--- config.mk ---
export PLATFORM = sky130hd
export DESIGN_NAME = hazard_unit
export DESIGN_NICKNAME = d
export VERILOG_FILES = /design/src/rtl/hazard_unit.sv
export SDC_FILE = /design/constraint.sdc
export NUM_CORES = 1
export LEC_CHECK = 0
export ABC_AREA = 1
export ABC_CLOCK_PERIOD_IN_PS = 2550
export BUFFER_PORTS_ARGS = -buffer_cell sky130_fd_sc_hd__buf_2
export CORE_MARGIN = 4
export CORE_UTILIZATION = 40
export CTS_CLUSTER_DIAMETER = 200
export DETAILED_ROUTE_END_ITERATION = 7
export GPL_ROUTABILITY_DRIVEN = 0
export PLACE_DENSITY_LB_ADDON = 0.05
export SETUP_SLACK_MARGIN = 0.4
export SYNTH_ARGS = -nofsm -noshare
export SYNTH_HDL_FRONTEND = slang
export SYNTH_SLANG_ARGS = --single-unit
--- constraint.sdc ---
create_clock -name clk_i -period 2.55 [get_ports clk_i]
set_clock_uncertainty 0.2 [all_clocks]
set_input_delay 0.1275 -clock clk_i [delete_from_list [all_inputs] [get_ports clk_i]]
set_output_delay 0.1275 -clock clk_i [all_outputs]
set_load 0.01 [all_outputs]
--- src/rtl/hazard_unit.sv ---
// rtl/hazard_unit.sv - stall/flush/forward control for the 5-stage core (optional counters: HAZARD_PERF_CNT_EN)
module hazard_unit #(
  parameter int REG_ADDR_WIDTH = 5,
  parameter int CNT_WIDTH      = 32
) (
  input  logic                      clk_i,
  input  logic                      rst_ni,
  input  logic [REG_ADDR_WIDTH-1:0] rs1D_i,
  input  logic [REG_ADDR_WIDTH-1:0] rs2D_i,
  input  logic [REG_ADDR_WIDTH-1:0] rdD_i,
  input  logic                      reg_writeD_i,
  input  logic [1:0]                result_srcD_i,
  input  logic                      pc_srcE_i,
  output logic                      stallF_o,
  output logic                      stallD_o,
  output logic                      flushD_o,
  output logic                      flushE_o,
  output logic [1:0]                forward_aE_o,
  output logic [1:0]                forward_bE_o
`ifdef HAZARD_PERF_CNT_EN
  ,
  output logic [CNT_WIDTH-1:0]      stall_cnt_o,
  output logic [CNT_WIDTH-1:0]      flush_cnt_o
`endif
);

  localparam logic [REG_ADDR_WIDTH-1:0] X0 = '0;

  // Shadow pipeline: E carries sources too, M and W only the destination
  logic [REG_ADDR_WIDTH-1:0] e_rs1_q, e_rs1_d;
  logic [REG_ADDR_WIDTH-1:0] e_rs2_q, e_rs2_d;
  logic [REG_ADDR_WIDTH-1:0] e_rd_q,  e_rd_d;
  logic                      e_rw_q,  e_rw_d;
  logic                      e_ld_q,  e_ld_d;
  logic [REG_ADDR_WIDTH-1:0] m_rd_q,  m_rd_d;
  logic                      m_rw_q,  m_rw_d;
  logic [REG_ADDR_WIDTH-1:0] w_rd_q,  w_rd_d;
  logic                      w_rw_q,  w_rw_d;

  logic       lw_stall;
  logic       stall_int;
  logic       flush_e_int;
  logic [1:0] fwd_a_int;
  logic [1:0] fwd_b_int;

  // Youngest producer wins: M before W, and x0 is never a real producer
  function automatic logic [1:0] fwd_sel(
    input logic [REG_ADDR_WIDTH-1:0] rs,
    input logic [REG_ADDR_WIDTH-1:0] m_rd,
    input logic                      m_rw,
    input logic [REG_ADDR_WIDTH-1:0] w_rd,
    input logic                      w_rw
  );
    if (m_rw && (m_rd != X0) && (m_rd == rs)) begin
      return 2'b10;
    end else if (w_rw && (w_rd != X0) && (w_rd == rs)) begin
      return 2'b01;
    end else begin
      return 2'b00;
    end
  endfunction

  // Hazard detection; a redirect overrides a load-use stall since decode is on the wrong path
  always_comb begin
    lw_stall    = e_ld_q && (e_rd_q != X0) && ((e_rd_q == rs1D_i) || (e_rd_q == rs2D_i));
    stall_int   = lw_stall && !pc_srcE_i;
    flush_e_int = lw_stall || pc_srcE_i;
    fwd_a_int   = fwd_sel(e_rs1_q, m_rd_q, m_rw_q, w_rd_q, w_rw_q);
    fwd_b_int   = fwd_sel(e_rs2_q, m_rd_q, m_rw_q, w_rd_q, w_rw_q);
  end

  // Outputs are forced quiet while reset is held
  always_comb begin
    stallF_o     = rst_ni && stall_int;
    stallD_o     = rst_ni && stall_int;
    flushD_o     = rst_ni && pc_srcE_i;
    flushE_o     = rst_ni && flush_e_int;
    forward_aE_o = rst_ni ? fwd_a_int : 2'b00;
    forward_bE_o = rst_ni ? fwd_b_int : 2'b00;
  end

  // Next shadow state: advance M/W, and load E from decode unless it is flushed to a bubble
  always_comb begin
    w_rd_d  = m_rd_q;
    w_rw_d  = m_rw_q;
    m_rd_d  = e_rd_q;
    m_rw_d  = e_rw_q;
    e_rs1_d = '0;
    e_rs2_d = '0;
    e_rd_d  = '0;
    e_rw_d  = 1'b0;
    e_ld_d  = 1'b0;
    if (!flush_e_int) begin
      e_rs1_d = rs1D_i;
      e_rs2_d = rs2D_i;
      e_rd_d  = rdD_i;
      e_rw_d  = reg_writeD_i;
      e_ld_d  = (result_srcD_i == 2'b01);
    end
  end

  // Shadow state register; reset turns every stage into a bubble
  always_ff @(posedge clk_i) begin
    if (!rst_ni) begin
      e_rs1_q <= '0;
      e_rs2_q <= '0;
      e_rd_q  <= '0;
      e_rw_q  <= 1'b0;
      e_ld_q  <= 1'b0;
      m_rd_q  <= '0;
      m_rw_q  <= 1'b0;
      w_rd_q  <= '0;
      w_rw_q  <= 1'b0;
    end else begin
      e_rs1_q <= e_rs1_d;
      e_rs2_q <= e_rs2_d;
      e_rd_q  <= e_rd_d;
      e_rw_q  <= e_rw_d;
      e_ld_q  <= e_ld_d;
      m_rd_q  <= m_rd_d;
      m_rw_q  <= m_rw_d;
      w_rd_q  <= w_rd_d;
      w_rw_q  <= w_rw_d;
    end
  end

`ifdef HAZARD_PERF_CNT_EN
  logic [CNT_WIDTH-1:0] stall_cnt_q, stall_cnt_d;
  logic [CNT_WIDTH-1:0] flush_cnt_q, flush_cnt_d;

  // Saturating event counters for stall cycles and redirects
  always_comb begin
    stall_cnt_d = stall_cnt_q;
    flush_cnt_d = flush_cnt_q;
    if (stall_int && (stall_cnt_q != '1)) begin
      stall_cnt_d = stall_cnt_q + 1'b1;
    end
    if (pc_srcE_i && (flush_cnt_q != '1)) begin
      flush_cnt_d = flush_cnt_q + 1'b1;
    end
  end

  // Counter registers, cleared by reset
  always_ff @(posedge clk_i) begin
    if (!rst_ni) begin
      stall_cnt_q <= '0;
      flush_cnt_q <= '0;
    end else begin
      stall_cnt_q <= stall_cnt_d;
      flush_cnt_q <= flush_cnt_d;
    end
  end

  assign stall_cnt_o = stall_cnt_q;
  assign flush_cnt_o = flush_cnt_q;
`else
  localparam int unused_cnt_width = CNT_WIDTH;
`endif

endmodule

==> summary.txt <==
Power and ir drop
  – Worst vdd ir: roughly 230 uV
  – Pleak: 1.064 nW
  – Cell Pwr Density: between 400 and 500 nW/um2

Critical path
  – Worst-path cell chain: dlygate4sd3_1 > buf_2 > o21ai_0 > a21oi_1 > nand3_1 > nor2b_1 > buf_2
  – CP startpoint kind: primary input
  – Worst setup path start: rst_ni
  – Reg-to-reg startpoint: e_rd_q[1]$_SDFF_PP0_
  – Cell family with most CP delay: buffers and inverters
  – Max FO, Critical Path: 17
  – Most Frequent Cell on Critical Path: buf_2
  – Reg2Reg Depth: 9
  – FF-to-FF End: e_rs1_q[1]$_SDFF_PP0_
  – CP max stage delay: 0.51 ns
  – Crit-path slowest cell: dlygate4sd3_1
  – Critical path depth in cells: 7
  – CP bufs+invs: 3
  – Crit end category: output pin
  – CP endpoint: forward_aE_o[0]
  – CP required: 2.22 ns
  – FF-to-FF setup slack: 1.07 ns
  – Worst Path Arrival: 1.63 ns
  – Setup CP Type: in -> out

Finish
  – Non-Filler Instances: just under 300
  – Final core utilization: 0.5595
  – Area growth from synthesis to layout: 30.19%
  – Fill cells: 309
  – Layout cells sized above 1: 0.1573
  – Multi-input gate area: between 500 and 600 um2
  – Final nets: roughly 270
  – # diodes: 0
  – Reg area: around 580 um2

Route
  – Vias per cell: roughly 4.1
  – DRC: 0
  – Routed Antenna Nets: 0
  – TritonRoute pass-1 iters: 4
  – WL final: 2.836 mm
  – Post-DR wirelength/cell: approximately 9.7 um
  – Vias post-DR: ~1200
  – Iteration-0 DRC Markers: 43

Global routing
  – Grt ovf: 0
  – Number of antenna violations at the first check in global routing: 0
  – Vias in the first global route: 1234
  – First-pass GRT wire length: roughly 5 mm
  – Total GRT Usage: 0.1525
  – Largest net degree at the start of global routing: 18

Yosys
  – Yosys Warn Count: 0
  – Syn Inst Count: between 150 and 200
  – Cell variety after synth: 19
  – #FFs+latches synth: 29
  – Syn avg cell area: 6.878 um2
  – Sequential area share after synthesis: 0.4284
  – Post-synthesis net count: ~220
  – Post-synthesis cell area: around 1400 um2

STA
  – Peak Freq: about 510 MHz
  – Unrepaired setup endpoints after global routing: no
  – Crit share post-route: 0.7694
  – Final min period: 1.962 ns
  – Hold Vio Cnt, Final: 0
  – Final Max Tran Viols: 0
  – Slew headroom: 0.7766
  – Setup TNS: 0 ns
  – Final setup fails: 0
  – Slew @ Worst Pin: ~0.34 ns

Die
  – Die area: ~4400 um2
  – Die span in x: 66.21 um
  – Boundary Pins: 29
  – Initial Utilization: 0.4298
  – Cell row count: 20
  – Die Ht: 66.21 um
  – Core ar.: 3153 um2

Placement
  – Port buffer count: 28
  – Placed insts: about 270
  – Placed wire-length estimate: roughly 2 mm

Clocking
  – CTS Sinks: 29
  – H-tree Lvls: 2
  – Clk Latency, worst-skew pair: roughly 0.32 ns
  – CTS tree: yes
  – CTS Buf Count: 5
  – Root buf cell: clkbuf_4
  – Post-CTS Resized: 0
  – Setup Fix Bufs, Post-CTS: 0
  – Max Root-Sink Buffers: 2
  – Clk slew on worst S/H paths: about 0.090 ns
  – CTS hold repair buffers: 19

Worst hold path
  – Worst Hold Class: in -> reg

Status
  – Outcome: completed

Job
  – MaxCap Viol Count: 0
[power by group]
| group | internal, mW | switching (mW) | leakage [nW] |
|---|---|---|---|
| clock | 0.105 | 0.152 | 0.0320 |
| sequential | 0.467 | 0.0135 | 0.237 |
| combinational | 0.0611 | 0.0567 | 0.795 |
| total | 0.633 | 0.222 | 1.06 |
[flip-flops by register name, indices dropped and copies added, names as in the netlist]
signal	cells
e_rd_q	5
e_rs1_q	5
m_rd_q	5
w_rw_q	1
w_rd_q	5
e_ld_q	1
e_rs2_q	5
e_rw_q	1
m_rw_q	1
[layout make-up]
class | instances | share of cell area
inverters | 43 | 0.09149
clock buffers | 6 | 0.02340
clock inverters | 2 | 0.005674
multi-input cells | 121 | 0.3319
repair buffers | 47 | 0.1872
well taps | 44 | 0.03121
flip-flops and latches | 29 | 0.3291
[synth_stat cells (all sizes together)]
cell type   n  area share
a21oi       2      0.0074
buf         3       0.018
clkbuf      1      0.0028
dfxtp      29        0.43
inv        43        0.12
nand2      46        0.13
nand3       7       0.026
nand4       1      0.0046
nor2       37        0.10
nor2b       1      0.0046
nor3        2      0.0074
o21ai       6       0.022
xnor2       9       0.058
xor2       10       0.065
[worst min-delay path by stage]
stage                          from              endpoint  cells past startpoint  slack (ns)
after floorplan            rdD_i[0]  e_rd_q[0]$_SDFF_PP0_                      2        0.04
after global placement     rdD_i[1]  e_rd_q[1]$_SDFF_PP0_                      3        0.14
after detailed placement   rdD_i[0]  e_rd_q[0]$_SDFF_PP0_                      3        0.14
after CTS                 pc_srcE_i     e_rw_q$_SDFF_PP0_                      4        0.02
after global routing      pc_srcE_i  e_rd_q[0]$_SDFF_PP0_                      4        0.06
final                     pc_srcE_i  e_rd_q[4]$_SDFF_PP0_                      4        0.04
[metal layers]
layer  track usage  vias up  wire length, um
met4       0.06599        0               51
met1        0.1605      500             1255
met2        0.2726       24             1396
met5             0        -                0
met3       0.05102        5              133
li1              -      664                -
[tightest hold or removal path, delay by kind of cell]
family / cells / cell delay, ns
buffers and inverters: 1 / 0.10
and+or+nand+nor: 3 / 0.29
[through the flow]
step / power, mW / instance area [um2] / setup WS (ns) / hold WS, ns
6_report: 0.8555 / 1764 / 0.5880 / 0.03606
3_5_place_dp: 0.5869 / 1523 / 0.9975 / 0.1446
5_1_grt: 0.9126 / 1764 / 0.4573 / 0.06087
3_3_place_gp: 0.5852 / 1523 / 1.014 / 0.1400
4_1_cts: 0.8705 / 1764 / 0.6143 / 0.02452
2_1_floorplan: 0.5537 / 1355 / 1.031 / 0.03972
[kinds of logic after synthesis]
family,after synthesis,share of synthesized area
flops,29,0.4284
simple gates,94,0.2798
compound gates,8,0.02955
xor+xnor,19,0.1228
buf+inv,47,0.1394
[layout by cell type, fill, tap and decap left out, drive strengths merged]
| master | n |
|---|---|
| a21oi | 2 |
| buf | 28 |
| clkbuf | 6 |
| clkinv | 2 |
| dfxtp | 29 |
| dlygate4sd3 | 19 |
| inv | 43 |
| nand2 | 46 |
| nand3 | 7 |
| nand4 | 1 |
| nor2 | 37 |
| nor2b | 1 |
| nor3 | 2 |
| o21ai | 6 |
| xnor2 | 9 |
| xor2 | 10 |
No activity file was read; power rests on OpenSTA's default activity.
